File: src/rtl/mul_pkg.sv
// Shared constants for the pipelined multiplier.
package mul_pkg;
   localparam int MUL_LATENCY       = 3;
   localparam int MUL_GROUPS        = 4;
   localparam int MUL_W_DEFAULT     = 32;
   localparam int MUL_TAG_W_DEFAULT = 4;
endpackage

File: src/rtl/mul_pp_group.sv
// Sums a contiguous group of shifted partial-product rows into one 2W-bit partial sum.
module mul_pp_group #(
   parameter int W    = 32,
   parameter int ROWS = 8,
   parameter int BASE = 0
) (
   input  logic [W-1:0]    mcand,
   input  logic [ROWS-1:0] mplier,
   output logic [2*W-1:0]  psum
);

   logic [2*W-1:0] mcand_ext;

   assign mcand_ext = {{W{1'b0}}, mcand};

   // Accumulate each row whose multiplier bit is set, shifted to its absolute weight.
   always_comb begin
      psum = '0;
      for (int i = 0; i < ROWS; i++) begin
         if (mplier[i]) begin
            psum = psum + (mcand_ext << (BASE + i));
         end
      end
   end

endmodule

File: src/rtl/mul_pipe.sv
// Three-stage signed/unsigned multiplier with valid/ready handshake, tag sideband,
// flush and synchronous reset. A stall freezes every stage as a unit.
module mul_pipe
   import mul_pkg::*;
#(
   parameter int W     = MUL_W_DEFAULT,
   parameter int TAG_W = MUL_TAG_W_DEFAULT
) (
   input  logic             clk,
   input  logic             reset,
   input  logic             flush,
   input  logic             in_valid,
   output logic             in_ready,
   input  logic [W-1:0]     op1,
   input  logic [W-1:0]     op2,
   input  logic             op1_signed,
   input  logic             op2_signed,
   input  logic [TAG_W-1:0] in_tag,
   output logic             out_valid,
   input  logic             out_ready,
   output logic [2*W-1:0]   result,
   output logic [TAG_W-1:0] out_tag
);

   localparam int ROWS = W / MUL_GROUPS;

   generate
      if ((W % MUL_GROUPS) != 0) begin : g_bad_w
         $error("mul_pipe: W must be divisible by 4");
      end
      if ((W < 8) || (W > 64) || ((W % 2) != 0)) begin : g_bad_range
         $error("mul_pipe: W must be even and within 8..64");
      end
      if (MUL_LATENCY != 3) begin : g_bad_lat
         $error("mul_pipe: pipeline is built for exactly three stages");
      end
   endgenerate

   logic stall;
   logic advance;
   logic take;

   logic           op1_neg;
   logic           op2_neg;
   logic [W-1:0]   mag1_c;
   logic [W-1:0]   mag2_c;

   logic             s1_valid;
   logic [W-1:0]     s1_mag1;
   logic [W-1:0]     s1_mag2;
   logic             s1_neg;
   logic [TAG_W-1:0] s1_tag;

   logic [2*W-1:0]   pp [MUL_GROUPS];

   logic             s2_valid;
   logic [2*W-1:0]   s2_psum [MUL_GROUPS];
   logic             s2_neg;
   logic [TAG_W-1:0] s2_tag;

   logic [2*W-1:0]   sum_c;

   assign stall    = out_valid & ~out_ready;
   assign advance  = ~stall;
   assign in_ready = ~reset & ~flush & ~stall;
   assign take     = in_valid & in_ready;

   // Operand magnitudes; the W-bit negation keeps -2^(W-1) as 2^(W-1) unsigned.
   always_comb begin
      op1_neg = op1_signed & op1[W-1];
      op2_neg = op2_signed & op2[W-1];
      mag1_c  = op1_neg ? (~op1 + 1'b1) : op1;
      mag2_c  = op2_neg ? (~op2 + 1'b1) : op2;
   end

   // Stage valid bits; reset and flush both empty the pipe, bubbles advance like entries.
   always_ff @(posedge clk) begin
      if (reset || flush) begin
         s1_valid  <= 1'b0;
         s2_valid  <= 1'b0;
         out_valid <= 1'b0;
      end else if (advance) begin
         s1_valid  <= take;
         s2_valid  <= s1_valid;
         out_valid <= s2_valid;
      end
   end

   // S1 capture: magnitudes, product sign and tag.
   always_ff @(posedge clk) begin
      if (advance) begin
         s1_mag1 <= mag1_c;
         s1_mag2 <= mag2_c;
         s1_neg  <= op1_neg ^ op2_neg;
         s1_tag  <= in_tag;
      end
   end

   genvar g;
   generate
      for (g = 0; g < MUL_GROUPS; g++) begin : g_pp
         mul_pp_group #(
            .W    (W),
            .ROWS (ROWS),
            .BASE (g * ROWS)
         ) u_pp_group (
            .mcand  (s1_mag1),
            .mplier (s1_mag2[g*ROWS +: ROWS]),
            .psum   (pp[g])
         );
      end
   endgenerate

   // S2 capture: one partial sum per row group.
   always_ff @(posedge clk) begin
      if (advance) begin
         for (int i = 0; i < MUL_GROUPS; i++) begin
            s2_psum[i] <= pp[i];
         end
         s2_neg <= s1_neg;
         s2_tag <= s1_tag;
      end
   end

   // Final carry-propagate sum of the group partial sums.
   always_comb begin
      sum_c = '0;
      for (int i = 0; i < MUL_GROUPS; i++) begin
         sum_c = sum_c + s2_psum[i];
      end
   end

   // S3: result and tag only change when a live entry lands, so they hold across bubbles.
   always_ff @(posedge clk) begin
      if (reset) begin
         result  <= '0;
         out_tag <= '0;
      end else if (advance && s2_valid && !flush) begin
         result  <= s2_neg ? (~sum_c + 1'b1) : sum_c;
         out_tag <= s2_tag;
      end
   end

endmodule

File: config.mk
export PLATFORM = sky130hd
export DESIGN_NAME = mul_pipe
export DESIGN_NICKNAME = d
export VERILOG_FILES = /design/src/rtl/mul_pkg.sv /design/src/rtl/mul_pp_group.sv /design/src/rtl/mul_pipe.sv
export SDC_FILE = /design/constraint.sdc
export NUM_CORES = 2
export LEC_CHECK = 0
export BUFFER_PORTS_ARGS = -buffer_cell sky130_fd_sc_hd__buf_2
export CAP_MARGIN = 20
export CORE_MARGIN = 1
export CORE_UTILIZATION = 40
export DETAILED_ROUTE_END_ITERATION = 16
export PLACE_DENSITY = 0.52
export SYNTH_ARGS = -nofsm -noshare
export SYNTH_HDL_FRONTEND = slang
export SYNTH_SLANG_ARGS = --single-unit
File: constraint.sdc
create_clock -name clk -period 22.6 [get_ports clk]
set_input_delay 4.52 -clock clk [delete_from_list [all_inputs] [get_ports clk]]
set_output_delay 4.52 -clock clk [all_outputs]
set_load 0.05 [all_outputs]
==> results.sh <==
export IMPL_outcome="finished, final reports clean"
export IMPL_first_iter_violations=5778
export IMPL_detailroute_wirelength_met2_mm=122
export IMPL_global_route_overflow_total=0
export IMPL_fillerInstances=18574
export IMPL_first_global_vias=69031
export IMPL_yosys_area_share_xor_xnor_pct=10.5
export IMPL_route_detailed_wl_per_inst_um=22.4
export IMPL_first_pass_grt_wire_length_mm=408
export IMPL_holdBufCountCts=0
export IMPL_worst_slew_pin_slew_ns=1.32
export IMPL_fin_skew_ns=0.0290
export IMPL_post_synth_top_count_cell="sky130_fd_sc_hd__ha_1"
export IMPL_ff2ff_setup_slack_ns=6.94
export IMPL_clock_insertion_delay_worst_skew_ns=0.67
export IMPL_fmax_mhz=63.9
export IMPL_synthSimpleGateAreaFrac_pct=18.6
export IMPL_drt_antenna_violating_nets=0
export IMPL_synth_adder_area_share_pct=19.8
export IMPL_setup_tns_ns=0
export IMPL_worstSetupEndpointType="flip-flop"
export IMPL_root_buffer="sky130_fd_sc_hd__clkbuf_16"
export IMPL_design_die_area_sq_um=184000
export IMPL_die_width_um=429
export IMPL_timing_critical_path_slowest_cell_delay_ns=0.59
export IMPL_max_slew_margin_rel_pct=11.8
export IMPL_final_nets=10764
export IMPL_synth_top_cell_area_share_pct=17.7
export IMPL_dr_total_vias=73291
export IMPL_cts_max_path_buffers=3
export IMPL_placedCellCount=11904
export IMPL_synth_edf_count=234
export IMPL_dr_pass1_iters=5
export IMPL_postSynthNetCount=10784
export IMPL_layout_cells_non_filler=11985
export IMPL_yosys_register_bits=305
export IMPL_area_delta_synth_final_pct=6.51
export IMPL_layout_worst_path_cycle_share_pct=69.3
export IMPL_slew_viol_final=0
export IMPL_crit_type="reg2reg"
export IMPL_met3WireLength_mm=12.7
export IMPL_synthTopCellsByArea="sky130_fd_sc_hd__ha_1 18%, sky130_fd_sc_hd__edfxtp_1 9.6%, sky130_fd_sc_hd__xnor2_1 6.4%, sky130_fd_sc_hd__a21oi_1 6.0%, sky130_fd_sc_hd__nand2_1 5.0%"
export IMPL_mappedNetlistArea_sq_um=73100
export IMPL_seq_area_frac_synth_pct=11.6
export IMPL_finalCoreUtilization_pct=43.0
export IMPL_synth_largest_area_cell="sky130_fd_sc_hd__ha_1"
export IMPL_synth_cell_types=105
export IMPL_path_delay_family="compound AO/OA/AOI/OAI gates"
export IMPL_slowest_stage="sky130_fd_sc_hd__a311oi_1"
export IMPL_detail_route_wirelength_mm=269
export IMPL_async_flop_share_pct=0
export IMPL_topRoutingLayerUsed="met5"
export IMPL_antenna_found_initial=11
export IMPL_cts_setup_buffers=0
export IMPL_io_pins=145
export IMPL_cp_required_ns=22.98
export IMPL_numPortBuffers=144
export IMPL_critPathMaxFanout=14
export IMPL_synth_compound_area_share_pct=30.4
export IMPL_setup_viol=0
export IMPL_drc_errors=0
export IMPL_primary_flip_flop_cell_chosen_by_synthesis_mapping="sky130_fd_sc_hd__edfxtp_1"
export IMPL_unrepaired_setup_endpoints_after_global_routing="false"
export IMPL_netlist_instances=9601
export IMPL_final_layout_size_suffix_gt1_share_pct=7.86
export IMPL_cts_repair_resized=0
export IMPL_clock_sinks=305
export IMPL_numCtsBuffers=43
export IMPL_grt_start_max_net_pins=143
export IMPL_htree_levels=2
export IMPL_grt_total_usage_pct=27.9
export IMPL_synth_common_cells="1031 x sky130_fd_sc_hd__ha_1, 968 x sky130_fd_sc_hd__nand2_1, 871 x sky130_fd_sc_hd__a21oi_1, 704 x sky130_fd_sc_hd__nor2_1, 654 x sky130_fd_sc_hd__o21ai_0"
export IMPL_die_h_um=429
export IMPL_place_congestion=0.953
export IMPL_initial_core_utilization_pct=40.3
export IMPL_synthMuxAreaShare_pct=5.47
export IMPL_clk_pin_slew_worst_paths_ns=0.07
export IMPL_crit_arrival_ns=16.04
export IMPL_tritoncts="done"
export IMPL_placement_rows=156
export IMPL_min_path_type="reg2reg"
export IMPL_path_common_cell="sky130_fd_sc_hd__o21ai_0"
export IMPL_critPathBufInv=3
export IMPL_avgSynthCellArea_sq_um=7.61
export IMPL_via_per_inst=6.12
export IMPL_synth_yosys_warnings=0
export IMPL_wire_length_the_detailed_router_placed_on_met1_mm=125
export IMPL_finalHoldViolations=0
export IMPL_dpl_hpwl_mm=217
export IMPL_largest_family_of_logic_cells_by_synthesized_area="compound AO/OA/AOI/OAI gates"
export IMPL_number_of_max_cap_violations=0
export IMPL_period_minus_slack_ns=15.66
export IMPL_critPathLaunchType="flip-flop"
export IMPL_placeableCoreArea_sq_um=181000
==> metal layers <==
metal / track usage, % / vias up
li1: - / 35778
met1: 37.9 / 35110
met2: 46.8 / 2034
met3: 2.43 / 365
met4: 8.17 / 4
met5: 0 / -
==> cell families after synthesis <==
| group | after synthesis |
|---|---|
| fa+ha+maj | 1111 |
| compound gates | 3366 |
| simple gates | 2873 |
| xor+xnor | 879 |
| buf+inv | 703 |
| mux | 364 |
| flops | 305 |
==> sequential cells by signal (all words and copies together), names as in the netlist <==
| register | cells |
|---|---|
| s2_psum | 160 |
| result | 64 |
| s1_mag1 | 32 |
| s1_mag2 | 32 |
| out_tag | 4 |
| s1_tag | 4 |
| s2_tag | 4 |
| out_valid | 1 |
| s1_neg | 1 |
| s1_valid | 1 |
| s2_neg | 1 |
| s2_valid | 1 |
==> stage by stage <==
step                      instance area [sq um]  hold WS (ns)  worst slack, ns
after floorplan                           73100         0.400             8.09
after global placement                    76400         0.403             7.23
after detailed placement                  76400         0.409             7.09
after CTS                                 77800         0.417             7.03
after global routing                      77800         0.415             5.65
final                                     77800         0.420             6.94
==> final cells by class <==
type / count / area [sq um] / share of cell area, %
Clock inverter: 25 / 288 / 0.370
Multi-Input combinational cell: 8593 / 61900 / 79.5
Sequential cell: 305 / 8450 / 10.9
Timing Repair Buffer: 264 / 1640 / 2.11
Tap cell: 2370 / 2970 / 3.81
Inverter: 374 / 1410 / 1.81
Clock buffer: 52 / 1160 / 1.49
Antenna cell: 2 / 5.00 / 0.00643
==> layout by cell type (no fill, tap or decap), types with 67 or more instances in the layout <==
master                     netlist  layout
sky130_fd_sc_hd__and3_1        102     102
sky130_fd_sc_hd__dfxtp_1        71      71
sky130_fd_sc_hd__o21bai_1       97      97
sky130_fd_sc_hd__edfxtp_1      234     234
sky130_fd_sc_hd__nor2b_1       113     113
sky130_fd_sc_hd__nand2b_1      126     126
sky130_fd_sc_hd__mux2i_1        80      80
sky130_fd_sc_hd__a31oi_1       110     110
sky130_fd_sc_hd__buf_4           1     116
sky130_fd_sc_hd__nor2_1        704     704
sky130_fd_sc_hd__mux2_2        284     284
sky130_fd_sc_hd__nor3_1        139     139
sky130_fd_sc_hd__xor2_1        341     341
sky130_fd_sc_hd__a21oi_1       871     871
sky130_fd_sc_hd__ha_1         1031    1031
sky130_fd_sc_hd__o21ai_0       654     654
sky130_fd_sc_hd__a211oi_1      150     150
sky130_fd_sc_hd__xnor2_1       538     538
sky130_fd_sc_hd__inv_1         364     362
sky130_fd_sc_hd__a21o_1        466     466
sky130_fd_sc_hd__nand2_1       968     968
sky130_fd_sc_hd__o31ai_1        91      91
sky130_fd_sc_hd__buf_2          12     144
sky130_fd_sc_hd__fa_1           77      77
sky130_fd_sc_hd__o21a_1        227     227
sky130_fd_sc_hd__nand4_1        76      76
sky130_fd_sc_hd__and2_1        153     153
sky130_fd_sc_hd__o211ai_1       78      78
sky130_fd_sc_hd__nand3_1       238     238
sky130_fd_sc_hd__or3_1          67      67
==> final timing paths <==
kind                    from        endpoint  depth (start not counted)
setup / recovery  s1_mag1[1]  s2_psum[0][37]                         68
hold / removal     s1_tag[0]       s2_tag[0]                          0
setup reg to reg  s1_mag1[1]  s2_psum[0][37]                         68
hold reg to reg    s1_tag[0]       s2_tag[0]                          0
Power is left out: the tool's default activity adds up to more than one toggle a clock period on the data nets, which glitch-free logic cannot reach.
